[src/rtl/host_uart_pkg.sv]
// Shared types and constants for the host board UART transmit controller.
package host_uart_pkg;

  localparam int unsigned HOST_CLK_HZ          = 5_000_000;
  localparam int unsigned HOST_BAUD            = 115_200;
  localparam int unsigned DEFAULT_CLKS_PER_BIT = HOST_CLK_HZ / HOST_BAUD;

  typedef enum logic [2:0] {
    IDLE,
    START,
    DATA,
    PARITY,
    STOP
  } uart_state_t;

endpackage

[src/rtl/host_uart_sched_arb.sv]
// Two-way round-robin arbiter; bit 0 is requester A, bit 1 is requester B.
module host_rr_arb2 (
  input  logic       clk,
  input  logic       reset,
  input  logic [1:0] req,
  input  logic       enable,
  output logic [1:0] grant
);

  logic last_b;

  // On a tie the requester not served last time wins.
  always_comb begin
    grant = 2'b00;
    if (enable) begin
      grant[0] = req[0] & (~req[1] | last_b);
      grant[1] = req[1] & (~req[0] | ~last_b);
    end
  end

  always_ff @(posedge clk or posedge reset) begin
    if (reset) begin
      last_b <= 1'b1;
    end else if (|grant) begin
      last_b <= grant[1];
    end
  end

endmodule

[src/rtl/host_uart_sched.sv]
// Arbitrates two byte requesters and serializes the granted byte as 8N1
// (8E1 when HOST_UART_PARITY_EN is defined) onto uart_tx.
module host_uart_sched
  import host_uart_pkg::*;
#(
  parameter int unsigned CLKS_PER_BIT = DEFAULT_CLKS_PER_BIT
) (
  input  logic       clk,
  input  logic       reset,
  input  logic       a_req,
  input  logic [7:0] a_data,
  output logic       a_ack,
  input  logic       b_req,
  input  logic [7:0] b_data,
  output logic       b_ack,
  output logic       busy,
  output logic       uart_tx
);

  localparam int unsigned BAUD_W = $clog2(CLKS_PER_BIT);
  localparam logic [BAUD_W-1:0] BAUD_LOAD = BAUD_W'(CLKS_PER_BIT - 1);

  uart_state_t       state, state_d;
  logic [BAUD_W-1:0] baud_q, baud_d;
  logic [2:0]        bit_q, bit_d;
  logic [7:0]        data_q, data_d;
  logic              tx_d, a_ack_d, b_ack_d, busy_d;
  logic              baud_done;
  logic [1:0]        grant;

  host_rr_arb2 u_arb (
    .clk    (clk),
    .reset  (reset),
    .req    ({b_req, a_req}),
    .enable (state == IDLE),
    .grant  (grant)
  );

  always_ff @(posedge clk or posedge reset) begin
    if (reset) begin
      state   <= IDLE;
      baud_q  <= '0;
      bit_q   <= '0;
      data_q  <= '0;
      uart_tx <= 1'b1;
      a_ack   <= 1'b0;
      b_ack   <= 1'b0;
      busy    <= 1'b0;
    end else begin
      state   <= state_d;
      baud_q  <= baud_d;
      bit_q   <= bit_d;
      data_q  <= data_d;
      uart_tx <= tx_d;
      a_ack   <= a_ack_d;
      b_ack   <= b_ack_d;
      busy    <= busy_d;
    end
  end

  always_comb begin
    state_d   = state;
    baud_d    = baud_q;
    bit_d     = bit_q;
    data_d    = data_q;
    tx_d      = uart_tx;
    a_ack_d   = 1'b0;
    b_ack_d   = 1'b0;
    busy_d    = busy;
    baud_done = (baud_q == '0);

    // Every non-idle state spends one baud period; the counter stops at 0.
    if (state != IDLE && !baud_done) begin
      baud_d = baud_q - BAUD_W'(1);
    end

    case (state)
      IDLE: begin
        tx_d   = 1'b1;
        busy_d = 1'b0;
        if (|grant) begin
          data_d  = grant[0] ? a_data : b_data;
          a_ack_d = grant[0];
          b_ack_d = grant[1];
          tx_d    = 1'b0;
          busy_d  = 1'b1;
          baud_d  = BAUD_LOAD;
          bit_d   = '0;
          state_d = START;
        end
      end
      START: begin
        if (baud_done) begin
          baud_d  = BAUD_LOAD;
          bit_d   = '0;
          tx_d    = data_q[0];
          state_d = DATA;
        end
      end
      DATA: begin
        if (baud_done) begin
          baud_d = BAUD_LOAD;
          if (bit_q == 3'd7) begin
`ifdef HOST_UART_PARITY_EN
            tx_d    = ^data_q;
            state_d = PARITY;
`else
            tx_d    = 1'b1;
            state_d = STOP;
`endif
          end else begin
            bit_d = bit_q + 3'd1;
            tx_d  = data_q[bit_q + 3'd1];
          end
        end
      end
`ifdef HOST_UART_PARITY_EN
      PARITY: begin
        if (baud_done) begin
          baud_d  = BAUD_LOAD;
          tx_d    = 1'b1;
          state_d = STOP;
        end
      end
`endif
      STOP: begin
        if (baud_done) begin
          busy_d  = 1'b0;
          tx_d    = 1'b1;
          state_d = IDLE;
        end
      end
      default: begin
        tx_d    = 1'b1;
        busy_d  = 1'b0;
        state_d = IDLE;
      end
    endcase
  end

endmodule

[config.mk]
export PLATFORM = sky130hd
export DESIGN_NAME = host_uart_sched
export DESIGN_NICKNAME = d
export VERILOG_FILES = /design/src/rtl/host_uart_pkg.sv /design/src/rtl/host_uart_sched_arb.sv /design/src/rtl/host_uart_sched.sv
export SDC_FILE = /design/constraint.sdc
export NUM_CORES = 1
export LEC_CHECK = 0
export ABC_AREA = 1
export CAP_MARGIN = 20
export CORE_ASPECT_RATIO = 1.2
export CORE_UTILIZATION = 50
export CTS_CLUSTER_SIZE = 8
export DETAILED_ROUTE_END_ITERATION = 8
export MAX_ROUTING_LAYER = met4
export PLACE_DENSITY = 0.76
export RECOVER_POWER = 25
export SYNTH_ARGS = -nofsm -noshare
export SYNTH_HDL_FRONTEND = slang
export SYNTH_HIERARCHICAL = 1
export SYNTH_SLANG_ARGS = --single-unit
[constraint.sdc]
create_clock -name clk -period 2.08 [get_ports clk]
set_input_delay 0.312 -clock clk [delete_from_list [all_inputs] [get_ports clk]]
set_output_delay 0.312 -clock clk [all_outputs]
set_load 0.02 [all_outputs]
==> reports/results.md, run 1 <==
| Group | Item | This run |
| --- | --- | --- |
| clocking | Bufs on Longest Clock Path | 2 |
| worst setup path | Beginning of the worst register-to-register path | state[0] |
| worst setup path | Kind of capture point of the worst setup path | flop |
| clocking | Total clock buffers created by CTS | 3 |
| timing | Final setup violation count | 0 |
| run status | Run status | finished clean |
| grt | Fraction of met2 tracks used by global routing | 40.0% |
| grt | Largest net degree at the start of global routing | 25 |
| layout | Number of inserted diodes | 0 |
| power and ir drop | Worst vdd ir | 820 µV |
| drt | # DRC | 0 |
| die | Cell Rows | 20 |
| timing | Pins Over Slew Limit | 0 |
| drt | Routed wire per std cell | 11.9 µm |
| grt | Number of antenna violations at the first check in global routing | 0 |
| clocking | CTS Hold Bufs | 0 |
| die | Die extent in x | 50.9 µm |
| grt | Global router's overall resource usage | 22.5% |
| layout | Post-route cell area | 1750 µm² |
| grt | Met1 global-route usage | 26.3% |
| timing | Worst relative slew slack | 15.8% |
| timing | Slew at the pin closest to its max-slew limit | 1260 ps |
| drt | DR vias/cell | 5.13 |
| synth | Synth Net Count | 209 |
| placed design | # port buffers | 23 |
| grt | Global Route met3 Usage | 3.01% |
| placed design | Placed standard-cell area | 1710 µm² |
| run | Max-capacitance violation count | 0 |
| placed design | Routability Congestion | 0.844 |
| grt | Busiest layer in global routing | met2 |
| hold path | Worst min-delay path class | in2async |
| drt | First-iteration detailed-routing DRC count | 24 |
| die | Core region area | 2630 µm² |
| worst setup path | Destination of the worst register-to-register timing path | bit_q[0] |
| die | DIE AREA | 3090 µm² |
| die | Die boundary height | 60.7 µm |
| layout | Final #Nets | 238 |
| grt | Number of global-route vias before repair | 1213 |
| worst setup path | Element type at the critical path start | flop |
| synth | Syn Inst Count | 186 |
| power and ir drop | P_leak | 0.892 nW |
| synth | Synthesis-stage register bit count | 25 |
| synth | Average cell area after synthesis | 7.72 µm² |
| synth | Sequential element share of the synthesized area | 43.8% |
| drt | Via count | 1267 |
| clocking | H-tree level count | 1 |
| power and ir drop | Pwr dens | 1440 nW/µm² |
| worst setup path | CP Data Arrival Time | 2180 ps |
| drt | Antenna-violating nets left | 0 |
| clocking | Clk pin slew, worst setup/hold paths | 140 ps |
| synth | Cell types occupying the most area after synthesis | dfrtp_1, nand2_1, nor2_1, inv_1, nand3_1 |
| timing | Time the final worst path needs with I/O delays and setup | 1950 ps |
| drt | Post-Route WL | 2940 µm |
| layout | Non-Filler Instances | 247 |
| grt | GRT Residual Overflow | 0 |
| layout | Leading cell types in the layout, fill and taps excluded | nand2_1, nor2_1, inv_1, dfrtp_1, clkdlybuf4s50_1 |
| worst setup path | Number of cells on the worst reg-to-reg path | 12 |
| layout | Share of cells above drive strength 1 | 11.7% |
| timing | Period utilization | 93.8% |
| clocking | CTS root buf | clkbuf_4 |
| placed design | HPWL reported at the end of detailed placement | 2240 µm |
| synth | Count of distinct cell types in the synthesized netlist | 28 |
| worst setup path | Worst Path Required | 2310 ps |
| synth | Cell area after synthesis | 1440 µm² |
| clocking | Clock latency on the worst-skew pair | 330 ps |
| synth | Share of Yosys cell area claimed by the top area cell type | 40.1% |
| layout | Most frequent standard cell in the layout excluding fill and tap cells | nand2_1 |
| worst setup path | Start-to-end type of the worst setup path | reg2reg |
| clocking | Clock tree from TritonCTS | done |
| synth | Largest area contributor in the synthesized netlist | dfrtp_1 |
| worst setup path | Slack of the worst reg-to-reg path | 130 ps |
| placed design | Cell total after placement | 242 |
| timing | Achievable Freq | 513 MHz |
| die | I/O pin total | 24 |
| synth | Yosys Warn Count | 6 |
| grt | Global-route wire length before repair | 5100 µm |
| timing | Setup TNS | 0 ps |
| die | Effective utilization at floorplan | 54.6% |
| timing | Clock tree skew after final layout | 6.30 ps |
| layout | Fin util | 66.4% |
| power and ir drop | Power after layout | 2.52 mW |
| drt | Detailed-routing iteration count for the pre-antenna-repair pass | 4 |
| worst setup path | Worst-path fanout max | 19 |
| layout | Fill cell total of the finished layout | 242 |
| timing | Final Hold Violating Endpoints | 0 |
| clocking | Clock Sink Count | 25 |
| layout | Area added between synthesis and finish | 21.6% |
## what timing repair did
item	4_1_cts	5_1_grt
endpoints found under the setup margin	0	6
resized for setup	0	2
setup buffers	0	1
## synthesized netlist by cell type
master	number
inv_1	24
o21ai_1	1
nand2_4	1
nand4_1	2
nor2_4	3
nor3b_1	1
dfstp_2	2
xor2_1	1
o21ai_0	3
nand3_2	1
nand3_1	17
dfrtp_1	23
nand2_2	2
buf_2	1
inv_2	3
buf_4	1
o31ai_1	8
ha_1	3
o21ai_4	1
or2_2	1
nor2_2	2
o21bai_1	1
nor2_1	26
nand3b_1	2
nand2_1	49
nor2_8	1
a21oi_1	4
o211ai_1	2
## cell families after synthesis
kind of cell | Yosys count | share of synthesized area, %
and+or+nand+nor | 108 | 35.4
buffers and inverters | 29 | 7.93
DFF | 25 | 43.8
AOI/OAI and AO/OA | 20 | 9.68
adders and majority gates | 3 | 2.62
xor gates and xnor gates | 1 | 0.610
## through the flow
step                      setup WS [ps]  hold slack (ps)
after global placement              216              466
after detailed placement            127              466
after floorplan                     291              202
after global routing              -11.8              409
after CTS                           107              286
final                               129              417
## registers in the layout, summed over array words and instances (netlist names)
name and count:
b_ack 1, bit_q 3, uart_tx 1, u_arb/last_b 1
state 3, baud_q 6, a_ack 1, busy 1
data_q 8
## worst max-delay path by stage
stage / from / to / slack [ps] / cells past startpoint
2_1_floorplan: state[2] / data_q[0] / 290 / 12
4_1_cts: state[2] / bit_q[0] / 110 / 12
5_1_grt: state[0] / bit_q[0] / -10 / 12
3_3_place_gp: state[2] / bit_q[0] / 220 / 12
6_report: state[0] / bit_q[0] / 130 / 12
3_5_place_dp: state[2] / bit_q[0] / 130 / 12
## final cells by class
| cell class | instances | area, µm² | share of cell area (%) |
|---|---|---|---|
| Clock buffer | 3 | 22.5 | 1.29 |
| Multi-Input combinational cell | 132 | 697 | 39.9 |
| Sequential cell | 25 | 629 | 36.1 |
| Tap cell | 33 | 41.3 | 2.37 |
| Clock inverter | 1 | 5.00 | 0.287 |
| Timing Repair Buffer | 26 | 249 | 14.3 |
| Inverter | 27 | 101 | 5.81 |
## critical path, stage by stage, from the launching register on
cell and delay [ps]:
dfrtp_2 460, nor2_4 180, nand2_4 110, inv_1 120, nand2_1 100, a21oi_2 150
inv_2 130, nor2_4 160, nor2_8 90, o21ai_4 100, nand2_2 90, nand2_1 80
nand2_1 60
## power breakdown
| group | internal, mW | total [mW] | switching, mW | leakage, nW |
|---|---|---|---|---|
| sequential | 0.711 | 0.856 | 0.145 | 0.308 |
| clock | 0.0723 | 0.221 | 0.149 | 0.0177 |
| combinational | 0.543 | 1.44 | 0.902 | 0.566 |
## metal layers
layer  routed length [µm]  vias to the layer above
li1                     -                      648
met1                 1330                      590
met2                 1510                       26
met3                   70                        3
met4                   32                        0
met5                    0                        -
No activity file was read; power rests on OpenSTA's default activity.
==> run 2, diff against run 1 <==
--- a/config.mk
+++ b/config.mk
@@ -14,6 +14,7 @@
 export MAX_ROUTING_LAYER = met4
 export PLACE_DENSITY = 0.76
 export RECOVER_POWER = 25
+export SKIP_LAST_GASP = 1
 export SYNTH_ARGS = -nofsm -noshare
 export SYNTH_HDL_FRONTEND = slang
 export SYNTH_HIERARCHICAL = 1
==> results of run 2 <==
The final DEF is identical to that of run 1; final timing and power are the same.
==> run 3, diff against run 2 <==
--- a/config.mk
+++ b/config.mk
@@ -9,6 +9,7 @@
 export CAP_MARGIN = 20
 export CORE_ASPECT_RATIO = 1.2
 export CORE_UTILIZATION = 50
+export CTS_CLUSTER_DIAMETER = 200
 export CTS_CLUSTER_SIZE = 8
 export DETAILED_ROUTE_END_ITERATION = 8
 export MAX_ROUTING_LAYER = met4
==> results of run 3 <==
The final DEF is identical to that of run 1; final timing and power are the same.
